## src/rtl/updown_mod_counter_pkg.sv

```systemverilog
// Shared Viterbi counter constants: direction encodings and bound-handling modes.
// Pure constants; no latency and no flow control.
package viterbi_pkg;

  localparam logic CNT_UP   = 1'b0;
  localparam logic CNT_DOWN = 1'b1;

  localparam int MODE_WRAP = 0;
  localparam int MODE_SAT  = 1;

endpackage : viterbi_pkg

```

## src/rtl/updown_mod_counter_if.sv

```systemverilog
// Control/status bundle for the up/down modulo counter; master drives control, slave returns count.
// Plain wires; no latency and no handshake.
interface updown_mod_counter_if #(
  parameter int WIDTH = 6
);

  logic             enable;
  logic             d;
  logic             sclr;
  logic             load;
  logic [WIDTH-1:0] load_val;
  logic [WIDTH-1:0] q;
  logic             tc;
  logic             ovf;

  modport master (
    output enable, d, sclr, load, load_val,
    input  q, tc, ovf
  );

  modport slave (
    input  enable, d, sclr, load, load_val,
    output q, tc, ovf
  );

endinterface : updown_mod_counter_if

```

## src/rtl/updown_mod_counter.sv

```systemverilog
// Up/down modulo counter with sync clear/load, wrap or saturate, terminal count and sticky overflow.
// q/ovf update one clk after sampling; tc is combinational; no backpressure (steps every enabled clk).
module updown_mod_counter
  import viterbi_pkg::*;
#(
  parameter int WIDTH     = 6,
  parameter int MAX_COUNT = 2**WIDTH-1,
  parameter int SATURATE  = MODE_WRAP
) (
  input  logic                 clk,
  input  logic                 reset,
  updown_mod_counter_if.slave  cnt
);

  if (WIDTH < 2 || WIDTH > 16 || MAX_COUNT < 0 || MAX_COUNT > 2**WIDTH-1) begin : g_param_err
    $error("updown_mod_counter: illegal WIDTH=%0d / MAX_COUNT=%0d", WIDTH, MAX_COUNT);
  end

  localparam logic [WIDTH-1:0] MAX_Q   = WIDTH'(MAX_COUNT);
  localparam logic [WIDTH:0]   MAX_EXT = {1'b0, MAX_Q};
  localparam logic [WIDTH:0]   ONE_EXT = {{WIDTH{1'b0}}, 1'b1};

  logic [WIDTH-1:0] q_q, q_d;
  logic             ovf_q, ovf_d;

  // One extra bit so the step past either bound is visible as a carry/borrow.
  logic [WIDTH:0] up_ext;
  logic [WIDTH:0] dn_ext;
  logic           up_past;
  logic           dn_past;

  assign up_ext  = {1'b0, q_q} + ONE_EXT;
  assign dn_ext  = {1'b0, q_q} - ONE_EXT;
  assign up_past = (up_ext > MAX_EXT);
  assign dn_past = dn_ext[WIDTH];

  always_comb begin
    q_d   = q_q;
    ovf_d = ovf_q;
    if (cnt.sclr) begin
      q_d   = '0;
      ovf_d = 1'b0;
    end else if (cnt.load) begin
      q_d   = (cnt.load_val > MAX_Q) ? MAX_Q : cnt.load_val;
      ovf_d = 1'b0;
    end else if (cnt.enable) begin
      if (cnt.d == CNT_UP) begin
        if (up_past) begin
          q_d   = (SATURATE == MODE_SAT) ? q_q : '0;
          ovf_d = 1'b1;
        end else begin
          q_d = up_ext[WIDTH-1:0];
        end
      end else begin
        if (dn_past) begin
          q_d   = (SATURATE == MODE_SAT) ? q_q : MAX_Q;
          ovf_d = 1'b1;
        end else begin
          q_d = dn_ext[WIDTH-1:0];
        end
      end
    end
  end

  always_ff @(posedge clk or negedge reset) begin
    if (!reset) begin
      q_q   <= '0;
      ovf_q <= 1'b0;
    end else begin
      q_q   <= q_d;
      ovf_q <= ovf_d;
    end
  end

  assign cnt.q   = q_q;
  assign cnt.ovf = ovf_q;
  assign cnt.tc  = cnt.enable & (((cnt.d == CNT_UP)   & (q_q == MAX_Q)) |
                                 ((cnt.d == CNT_DOWN) & (q_q == '0)));

endmodule : updown_mod_counter

```

## src/flat_wrapper.sv

```systemverilog
// flat-port wrapper written by rule: the top's interface ports become plain ports
module updown_mod_counter_flat import viterbi_pkg::*;
#(
  parameter int WIDTH     = 6,
  parameter int MAX_COUNT = 2**WIDTH-1,
  parameter int SATURATE  = MODE_WRAP
)
  (clk, reset, cnt_enable, cnt_d, cnt_sclr, cnt_load, cnt_load_val, cnt_q, cnt_tc, cnt_ovf);
  updown_mod_counter_if #(.WIDTH(WIDTH)) cnt_i ();
  input  logic clk;
  input  logic reset;
  input wire logic [$bits(cnt_i.enable)-1:0] cnt_enable;
  input wire logic [$bits(cnt_i.d)-1:0] cnt_d;
  input wire logic [$bits(cnt_i.sclr)-1:0] cnt_sclr;
  input wire logic [$bits(cnt_i.load)-1:0] cnt_load;
  input wire logic [$bits(cnt_i.load_val)-1:0] cnt_load_val;
  output wire logic [$bits(cnt_i.q)-1:0] cnt_q;
  output wire logic [$bits(cnt_i.tc)-1:0] cnt_tc;
  output wire logic [$bits(cnt_i.ovf)-1:0] cnt_ovf;
  assign cnt_i.enable = cnt_enable;
  assign cnt_i.d = cnt_d;
  assign cnt_i.sclr = cnt_sclr;
  assign cnt_i.load = cnt_load;
  assign cnt_i.load_val = cnt_load_val;
  assign cnt_q = cnt_i.q;
  assign cnt_tc = cnt_i.tc;
  assign cnt_ovf = cnt_i.ovf;
  updown_mod_counter #(.WIDTH(WIDTH), .MAX_COUNT(MAX_COUNT), .SATURATE(SATURATE)) u_core (.clk(clk), .reset(reset), .cnt(cnt_i));
endmodule
```

## config.mk

```make
export PLATFORM = sky130hd
export DESIGN_NAME = updown_mod_counter_flat
export DESIGN_NICKNAME = d
export VERILOG_FILES = /design/src/rtl/updown_mod_counter_pkg.sv /design/src/rtl/updown_mod_counter_if.sv /design/src/rtl/updown_mod_counter.sv /design/src/flat_wrapper.sv
export SDC_FILE = /design/constraint.sdc
export NUM_CORES = 1
export LEC_CHECK = 0
export CORE_MARGIN = 2
export CORE_UTILIZATION = 51
export CTS_CLUSTER_SIZE = 40
export DETAILED_ROUTE_END_ITERATION = 16
export GPL_TIMING_DRIVEN = 0
export PLACE_DENSITY = 0.92
export SETUP_SLACK_MARGIN = 0.2
export SYNTH_ARGS = -nofsm -noshare
export SYNTH_HDL_FRONTEND = slang
export SYNTH_SLANG_ARGS = --single-unit
```

## constraint.sdc

```tcl
create_clock -name clk -period 4 [get_ports clk]
set_clock_uncertainty 0.2 [all_clocks]
set_input_delay 0.6 -clock clk [delete_from_list [all_inputs] [get_ports clk]]
set_output_delay 0.6 -clock clk [all_outputs]
set_load 0.005 [all_outputs]
```

* After elaboration in Yosys (flattened, before gate mapping)
Index checks and enable logic that the tools add are counted.
** Word-level totals
- Register bits after elaboration :: 7
- Input bits :: 12
- Output and inout bits :: 8
- Word-level logic and storage cells :: 30
** Operators by class
- Add/subtract/negate cells :: 2
- Magnitude comparators :: 2
- Equal/unequal tests :: 2
- Muxes and demuxes :: 13
- Bitwise operators :: 5
- Reduce and logical (&&, ||, !) cells :: 4
** Operators with widths (count)
- $mux W6 :: 7
- $add A6 B1 Y7 const B :: 1
- $gt A7 B6 Y1 const B :: 1
- $sub A6 B1 Y7 const B :: 1
- $eq A6 B6 Y1 const B :: 1
- $gt A6 B6 Y1 const B :: 1
- $logic_not A6 Y1 :: 1
- $mux W1 :: 6
- $ne A4 B1 Y1 const B :: 1
- $reduce_bool A4 Y1 :: 1
- $and A1 B1 Y1 :: 3
- $reduce_and A3 Y1 :: 1
- $reduce_bool A3 Y1 :: 1
- $not A1 Y1 :: 1
- $or A1 B1 Y1 :: 1

* Logic depth before layout (Yosys ltp)
- Depth in word-level cells :: 7
- Gate-level depth with buffers :: 7
- Depth with buffers taken out :: 7

* Worst setup path after synthesis
Ideal clock, no wire load.
- Path type :: register -> register
- From :: reg u_core.q_q[0] (netlist: u_core.cnt.q[0])
- To :: reg u_core.q_q[3] (netlist: u_core.cnt.q[3])
- Data arrival time :: 2046 ps
- Setup slack :: 1633 ps
- Cell stages (with the launch flop) :: 8
- Buffers on the path :: 0
- Clock period less this slack :: 2367 ps
- Cell sequence :: dfrtp_1 inv_1 ha_1 nor2b_2 nor2_1 or3_4 or3_4 a41o_1
** Between the ends
- Cells in the longest elaborated chain, start to end :: 7
- Elaborated cells on any way between the ends :: 9
- Those cells by class :: add/sub: 2; order compare: 1; mux: 6
** RTL lines
- start, declared :: RTL line updown_mod_counter.sv:23 : logic [WIDTH-1:0] q_q, q_d;
- start signal, assigned :: RTL line updown_mod_counter.sv:70 : q_q <= q_d;
- $add A6 B1 Y7 :: RTL line updown_mod_counter.sv:32 : assign up_ext = {1'b0, q_q} + ONE_EXT;
- $gt A7 B6 Y1 :: RTL line updown_mod_counter.sv:34 : assign up_past = (up_ext > MAX_EXT);
- $mux W6 :: RTL line updown_mod_counter.sv:48 : if (up_past) begin
- $mux W6 * :: RTL line updown_mod_counter.sv:47 : if (cnt.d == CNT_UP) begin
- $mux W6 * :: RTL line updown_mod_counter.sv:46 : end else if (cnt.enable) begin
- $mux W6 * :: RTL line updown_mod_counter.sv:43 : end else if (cnt.load) begin
- $mux W6 * :: RTL line updown_mod_counter.sv:40 : if (cnt.sclr) begin
Every way passes the cells marked *; elsewhere a longest branch is shown, timed or not. The select of a mux whose other input is x is not followed.
A chain may end at the register's enable or synchronous reset.

* Final worst setup path
- From :: in cnt_d
- To :: out cnt_tc
** Between the ends
- Cells in the longest elaborated chain, start to end :: 4
- Elaborated cells on any way between the ends :: 5
- Those cells by class :: bitwise: 5
** RTL lines
- start, declared :: RTL line flat_wrapper.sv:13 : input wire logic [$bits(cnt_i.d)-1:0] cnt_d;
- $not A1 Y1
- $and A1 B1 Y1 :: RTL line updown_mod_counter.sv:77 : assign cnt.tc = cnt.enable & (((cnt.d == CNT_UP) & (q_q == MAX_Q)) |
- $or A1 B1 Y1 * :: RTL line updown_mod_counter.sv:77
- $and A1 B1 Y1 * :: RTL line updown_mod_counter.sv:77
- end, declared :: RTL line flat_wrapper.sv:18 : output wire logic [$bits(cnt_i.tc)-1:0] cnt_tc;
Every way passes the cells marked *; elsewhere a longest branch is shown, timed or not.

==> results.tsv <==
metric	value	unit
outcome	finished clean	
fin. max-slew vios	0	
share of layout cells above drive strength 1	0.0820	
H-tree depth	1	
final core occ	0.732	
Nets	139	
drt first-iter violations	44	
Max Fclk	320	MHz
final std cells w/o fill	137	
DR vias/cell	6.47	
reg2reg path depth	7	
CTS clk-pin slew, worst paths	50	ps
largest net degree at the start of global routing	11	
CP arrival	2330	ps
crit share post-route	0.782	
Port-buffer cells	18	
placer congestion estimate	0.887	
clk buf depth	2	
row cnt	13	
EDFF count, synth	0	
switch share	0.362	
Die W	42.7	microns
Starting Density	0.565	
setup_tns	0	ps
IO Count	20	
Avg WL per Cell	15.9	microns
DRC Markers	0	
sequential share of power	0.334	
Post-DP HPWL	1600	microns
Post-Syn Nets	116	
height of the die	42.7	microns
Rel. slew slack	0.658	
vias	887	
cts repair resizes	0	
power share of the combinational group	0.407	
ys flop type	dfrtp_1	
sequential share of the synthesized area	0.230	
Avg Inst Size Synth	7.63	sq um
Sink Count	7	
FF-to-FF Start	u_core.cnt.q[0]$_DFFE_PN0P_	
total power	0.264	mW
vias in the first global route	870	
fin crit period	3130	ps
total track usage	0.283	
cts hold-fix bufs	0	
Int Pwr	0.168	mW
placed insts	133	
Async S/R FF share, synth	1.00	
Worst-Skew Late Latency	260	ps
min-delay worst type	input port to async pin	
drt total wl	2190	microns
DIE AREA	0.00182	sq mm
CP required	3200	ps
Seq cells post-synth	7	
synth unique cells	35	
Final setup viols	0	
Synth Cell Area	763	sq um
Area Overhead vs Synth	29.5	%
Post-CTS Setup Repair Bufs	0	
actual slew at the worst max-slew pin	508	ps
max cap viols	0	
Startpoint Class	input port	
drt pass-1 iters	4	
YS warnings	0	
flop2flop setup slack	1320	ps
first-pass GRT wire length	3890	microns
Syn Inst Count	100	
CP Class	input port to output pin	
CTS tree	built	
PwrDens	267	mW/mm^2
FF-to-FF End	u_core.cnt.q[4]$_DFFE_PN0P_	
Worst setup EP type	output pin	
critical path fanouts, max	10	
RSZ-0062 raised after global routing	no	
Final Hold Fails	0	
GRT overflow	0	
LEAKAGE	0.405	nW
Peak supply drop	0.262	mV
initial antenna violation count	0	
clock group share of total power	0.259	
ant diodes	0	
Core Area	0.00135	sq mm
cts bufs inserted	3	
Switch Pwr	0.0957	mW
DRT antenna net count	0	
clk root buf	clkbuf_4	
[sequential cells by signal, summed over array words and instances (netlist names)]
register        flops
u_core.cnt.ovf      1
u_core.cnt.q        6
[cells in the mapped netlist (all sizes together), types with 2 or more instances]
cell type / n / area share
a21oi: 14 / 0.092
a22oi: 2 / 0.020
a31o: 2 / 0.023
a41o: 3 / 0.039
and2: 2 / 0.016
and3: 2 / 0.016
buf: 2 / 0.021
clkbuf: 5 / 0.025
dfrtp: 7 / 0.23
ha: 4 / 0.066
inv: 4 / 0.020
nand2: 5 / 0.025
nand3: 5 / 0.033
nand4b: 2 / 0.023
nor2: 9 / 0.044
nor2b: 3 / 0.028
nor3: 2 / 0.013
nor3b: 3 / 0.030
nor4b: 3 / 0.034
o21ai: 7 / 0.046
or3: 3 / 0.038
xnor2: 2 / 0.023
[layer usage]
layer,global-route usage,vias up,part of all wire
met2,0.448,59,0.45
met3,0.0553,10,0.090
li1,-,413,-
met1,0.361,405,0.42
met5,0,-,0
met4,0.144,0,0.038
[cells in the final DEF, fill, tap and decap left out, types with 3 or more instances in the layout]
cell / n
a21oi_1: 14
a41o_1: 3
clkbuf_1: 6
clkbuf_4: 3
clkdlybuf4s50_1: 18
dfrtp_1: 7
ha_1: 4
inv_1: 4
nand2_1: 5
nand3_1: 5
nor2_1: 9
nor3b_1: 3
nor4b_1: 3
o21ai_0: 7
[cell type report]
class / count / area (sq um)
Sequential cell: 7 / 175
Inverter: 4 / 15.0
Timing Repair Buffer: 18 / 180
Clock buffer: 4 / 26.3
Multi-Input combinational cell: 82 / 538
Buffer: 7 / 35.0
Fill cell: 112 / 362
Tap cell: 15 / 18.8
[stage by stage]
stage | hold WS (ps) | setup WS [ps] | cell area [sq um]
4_1_cts | 388 | 894 | 988
2_1_floorplan | 104 | 1630 | 763
5_1_grt | 411 | 812 | 988
6_report | 386 | 871 | 988
3_5_place_dp | 381 | 902 | 962
3_3_place_gp | 380 | 942 | 962
[critical path, stage by stage]
cell             delay, ps
clkdlybuf4s50_1        530
clkbuf_1               390
nand3_1                130
a21oi_1                160
clkdlybuf4s50_1        510
[power groups by stage]
stage	registers [mW]	logic, mW	clock network [mW]
after global placement	0.0889	0.100	0
final	0.0883	0.107	0.0684
after detailed placement	0.0890	0.105	0
after floorplan	0.0867	0.0639	0
after global routing	0.0894	0.119	0.0739
after CTS	0.0879	0.105	0.0696
[kinds of logic (layout without fill, tap and decap cells)]
group,after synthesis,count (layout),synth area share
AOI/OAI and AO/OA,32,32,0.266
adders and majority gates,4,4,0.0656
xor gates and xnor gates,3,3,0.0344
and+or+nand+nor,43,43,0.339
DFF,7,7,0.230
buffers and inverters,11,33,0.0656
[worst max path at each step]
stage                                     start                     endpoint  slack (ps)  cells after the start
floorplan           u_core.cnt.q[0]$_DFFE_PN0P_  u_core.cnt.q[3]$_DFFE_PN0P_        1630                      7
global placement                          cnt_d                       cnt_tc         940                      6
detailed placement                        cnt_d                       cnt_tc         900                      5
CTS                                       cnt_d                       cnt_tc         890                      5
global route                              cnt_d                       cnt_tc         810                      5
finish                                    cnt_d                       cnt_tc         870                      5
Power figures use the tool's default switching activity.
==> RTL edit 1: new RTL, same settings <==
`WIDTH` is set to 6 in 3 places; all go to 7.
--- a/src/rtl/updown_mod_counter_if.sv
+++ b/src/rtl/updown_mod_counter_if.sv
@@ -1,7 +1,7 @@
 // Control/status bundle for the up/down modulo counter; master drives control, slave returns count.
 // Plain wires; no latency and no handshake.
 interface updown_mod_counter_if #(
-  parameter int WIDTH = 6
+  parameter int WIDTH = 7
 );
 
   logic             enable;
--- a/src/rtl/updown_mod_counter.sv
+++ b/src/rtl/updown_mod_counter.sv
@@ -3,7 +3,7 @@
 module updown_mod_counter
   import viterbi_pkg::*;
 #(
-  parameter int WIDTH     = 6,
+  parameter int WIDTH     = 7,
   parameter int MAX_COUNT = 2**WIDTH-1,
   parameter int SATURATE  = MODE_WRAP
 ) (
--- a/src/flat_wrapper.sv
+++ b/src/flat_wrapper.sv
@@ -1,7 +1,7 @@
 // flat-port wrapper written by rule: the top's interface ports become plain ports
 module updown_mod_counter_flat import viterbi_pkg::*;
 #(
-  parameter int WIDTH     = 6,
+  parameter int WIDTH     = 7,
   parameter int MAX_COUNT = 2**WIDTH-1,
   parameter int SATURATE  = MODE_WRAP
 )
Ports: changed (resized cnt_load_val and cnt_q); port bits go from 20 to 22. No check against the original RTL was run, so the function may have changed too.
==> RTL edit 1 against the unedited design <==
  * Count of clock-buffer cells in the layout fell by 1
  * Sequential cell count rose by 1
  * Synthesized cell count rose by 2.0%
  * Synthesized area rose by 5.4%
  * Worst setup slack got worse by 0.16 ns
  * Wire length rose by 5.4%
  * Total power fell by 0.32%
  * Critical path type unchanged
  * Final area rose by 4.9%
==> RTL edit 1: results (changes against the unedited design) <==
| Metric | Value |
|---|---|
| Crit-path max cell delay | `0.58 ns (+0.05 ns)` |
| Clk. pwr | `0.0000672 W (-2%)` |
| Register-to-Register Setup Slack | `1.83 ns (+0.51 ns)` |
| Register-to-Register Path Depth | `5 (-2)` |
| GRT met2 Usage | `0.441 (-0.00731)` |
| Post-synth top cells | `10 x a21oi_1, 9 x clkbuf_1, 8 x dfrtp_1, 8 x nand2_1` |
| Critical R2R Launch | `u_core.cnt.q[3]` |
| DRT met1 WL | `919 µm (-0.33%)` |
| PortBufs | `19 (+1)` |
| Routing usage on met3 | `0.0458 (-0.00949)` |
| Hold WC Path Type | `reg -> reg` |
| Filler instances | `131 (+17%)` |
| Clock slew at reported path FFs | `0.07 ns (+0.02 ns)` |
| Rel. slew slack | `0.680 (+0.0218)` |
| Vias in the first global route | `831 (-4.5%)` |
| Hold_ws | `0.291 ns (-0.0948 ns)` |
| Iter 0 DRT Violations | `51 (+16%)` |
| Area contributors post-synth | `dfrtp_1 25%, a21oi_1 6.2%, ha_1 4.7%, xnor2_1 4.4%, clkbuf_1 4.2%` |
| Wire length on met3 | `216 µm (+9.6%)` |
| Status | `complete, no violations` |
| Share of layout cells above drive strength 1 | `0.0968 (+0.0148)` |
| Switching Fraction | `0.342 (-0.0201)` |
| Nets | `142 (+2.2%)` |
| Max reg flops | `7 (+1)` |
| RePlAce Congestion | `0.918 (+3.5%)` |
| Via density | `6.18 (-4.6%)` |
| GRT Resource Usage Total | `0.263 (-0.0196)` |
| Met2 wire length | `1140 µm (+16%)` |
| Reg2Reg Capture Point | `u_core.cnt.q[1]` |
| Drt total wl | `2300 µm (+5.4%)` |
| Hpwl dp | `1700 µm (+5.8%)` |
| Post-synthesis sequential area ratio | `0.249 (+0.0193)` |
RTL edit 1: cell types whose count changed in the layout (fill, tap and decap cells not counted), sizes merged, moves of 3 or more:
cell,delta
a21oi,-4
nand2,+3
clkbuf,+3
nor2b,-3
and4b,+3
nand3,-3
nor2,-4
o21a,+4
RTL edit 1: how the worst max path moves through the flow:
stage,endpoint,from,depth (start not counted),slack (ns)
3_5_place_dp,cnt_tc,cnt_d,6,0.74
5_1_grt,cnt_tc,cnt_d,6,0.62
4_1_cts,cnt_tc,cnt_d,6,0.73
6_report,cnt_tc,cnt_d,6,0.71
3_3_place_gp,cnt_tc,cnt_d,6,0.76
2_1_floorplan,cnt_tc,u_core.cnt.q[4],4,1.91
RTL edit 1: cell families after synthesis:
logic type      count (synthesis)  synth area share
flops                           8             0.249
xor+xnor                        4            0.0435
buf+inv                        15            0.0809
fa+ha+maj                       3            0.0467
mux                             2            0.0311
simple gates                   38             0.289
compound gates                 32             0.260
RTL edit 1: final cells by class:
type / instances / area, µm² / share of cell area
buffer: 11 / 50.0 / 0.0483
multi-input combinational: 79 / 539 / 0.520
tap: 16 / 20.0 / 0.0193
inverter: 4 / 15.0 / 0.0145
clock buffer: 3 / 22.5 / 0.0217
timing repair buffer: 19 / 190 / 0.183
sequential: 8 / 200 / 0.193
RTL edit 1: metrics by stage:
step	total power (W)	setup slack [ns]	std cells	cell area [µm²]	utilization
after floorplan	0.000155	1.91	102	805	-
after global placement	0.000192	0.755	137	1010	0.682
after detailed placement	0.000196	0.741	137	1010	0.682
after CTS	0.000262	0.730	140	1040	0.697
after global routing	0.000277	0.618	140	1040	0.697
final	0.000263	0.708	140	1040	0.697
==> RTL edit 2: new RTL, same flow settings <==
Without the edit above. Reset style: synchronous (`reset`), changed in one clocked block.
--- a/src/rtl/updown_mod_counter.sv
+++ b/src/rtl/updown_mod_counter.sv
@@ -62,7 +62,7 @@
     end
   end
 
-  always_ff @(posedge clk or negedge reset) begin
+  always_ff @(posedge clk) begin
     if (!reset) begin
       q_q   <= '0;
       ovf_q <= 1'b0;
Check against the original RTL: differs if reset is asserted again (counterexample within 4 cycles, from zero or initial values and one cycle with reset low); with reset held inactive, the same outputs for 10 cycles.
==> RTL edit 2 against the unedited design <==
  * Combinational power decreased by 31%
  * Sequential power decreased by 14%
  * Worst hold slack got worse by 0.074 ns
  * Worst setup slack improved by 0.24 ns
  * Wire length decreased by 15%
  * Largest cell class unchanged
  * Synthesized area decreased by 7.7%
  * Critical path type unchanged
  * Total power decreased by 16%
  * Count of clock-buffer cells in the layout unchanged
  * Final area decreased by 5.9%
  * Sequential cell count unchanged
  * Die area decreased by 7.0%
==> RTL edit 2: results (changes against the unedited design) <==
| Metric | Value |
|---|---|
| Antenna violations before repair | `0 (unchanged)` |
| Area contributors post-synth | `dfxtp_1 20%, ha_1 7.1%, nor3_1 5.0%, nor2_1 4.3%, o211ai_1 4.3%` |
| Nets | `127 (-8.6%)` |
| Max reg flops | `6 (unchanged)` |
| Worst path arrival time | `2.09 ns (-0.24 ns)` |
| Htree depth | `1 (unchanged)` |
| Rel. slew slack | `0.707 (+0.0492)` |
| Hpwl dp | `1350 µm (-16%)` |
| Hold WC Path Type | `reg -> reg` |
| Post-Syn Nets | `104 (-10%)` |
| FFs w/ async S/R, synth | `0 (-1.00)` |
| Vias in the first global route | `717 (-18%)` |
| Post-synth top cells | `8 x nor2_1, 7 x dfxtp_1, 7 x nor3_1` |
| Clock latency on the worst-skew pair | `0.27 ns` |
| RePlAce Congestion | `0.926 (+4.4%)` |
| Status | `complete, no violations` |
| GRT Resource Usage Total | `0.260 (-0.0231)` |
| Final setup TNS | `0 ns (unchanged)` |
| Lkg Pwr | `0.331 nW (-18%)` |
| Vias | `769 (-13%)` |
| Filler instances | `117 (+4.5%)` |
| Peak VDD IR | `0.000162 V (-38%)` |
| Share of layout cells above drive strength 1 | `0.118 (+0.0362)` |
| First-pass GRT wire length | `2900 µm (-25%)` |
| DIE AREA | `1690 µm² (-7.0%)` |
| Worst-path maximum fanout | `7 (-3)` |
| PortBufs | `18 (unchanged)` |
| Largest net degree at the start of global routing | `11 (unchanged)` |
| Synth unique cells | `41 (+17%)` |
| Main flop type after synthesis | `dfxtp_1` |
| Post-synthesis sequential area ratio | `0.199 (-0.0306)` |
| Iter 0 DRT Violations | `19 (-57%)` |
| Post-Place Setup Slack | `1.12 ns (+0.221 ns)` |
| Yosys warnings | `0 (unchanged)` |
| Diode count | `0 (unchanged)` |
| Drt total wl | `1860 µm (-15%)` |
## RTL edit 2: final timing paths
kind                         from         endpoint  slack, ns  cells after the start
setup reg to reg  u_core.cnt.q[0]  u_core.cnt.q[1]       1.80                      6
hold / removal     u_core.cnt.ovf   u_core.cnt.ovf       0.31                      1
hold reg to reg    u_core.cnt.ovf   u_core.cnt.ovf       0.31                      1
setup / recovery            cnt_d           cnt_tc       1.11                      4
## RTL edit 2: cell families after synthesis
logic type | count (synthesis) | share of synthesized area
AND/OR/NAND/NOR | 33 | 0.275
buffers and inverters | 10 | 0.0693
AO/OA/AOI/OAI | 28 | 0.311
XOR/XNOR | 6 | 0.0746
adder cells (fa/ha/maj) | 4 | 0.0711
flip-flops | 7 | 0.199
## RTL edit 2: final cells by class
cell class                 instances  area share
clock buffer                       4      0.0283
inverter                           4      0.0162
sequential                         7       0.151
timing repair buffer              18       0.194
buffer                             6      0.0363
multi-input combinational         71       0.555
tap                               15      0.0202
## RTL edit 2: critical path, stage by stage
cell             delay (ns)
clkdlybuf4s50_1        0.64
and4b_1                0.24
o21a_1                 0.11
clkdlybuf4s50_1        0.49
## RTL edit 2: power breakdown
part	switching (W)	internal [W]	total, W
clock network	0.0000334	0.0000385	0.0000719
logic	0.0000360	0.0000377	0.0000737
registers	0.00000344	0.0000729	0.0000763
total	0.0000728	0.000149	0.000222
## RTL edit 2: metal layers
| metal | track usage | up-vias | part of all wire |
|---|---|---|---|
| li1 | - | 374 | - |
| met1 | 0.327 | 362 | 0.44 |
| met2 | 0.430 | 28 | 0.48 |
| met3 | 0.0489 | 5 | 0.060 |
| met4 | 0.105 | 0 | 0.020 |
| met5 | 0 | - | 0 |
## RTL edit 2: metrics by stage
step,std cells,util,power (W),instance area [µm²]
6_report,125,0.714,0.000222,930
5_1_grt,125,0.714,0.000233,930
4_1_cts,125,0.714,0.000221,930
3_5_place_dp,121,0.694,0.000150,903
3_3_place_gp,121,0.694,0.000148,903
2_1_floorplan,88,-,0.000123,704
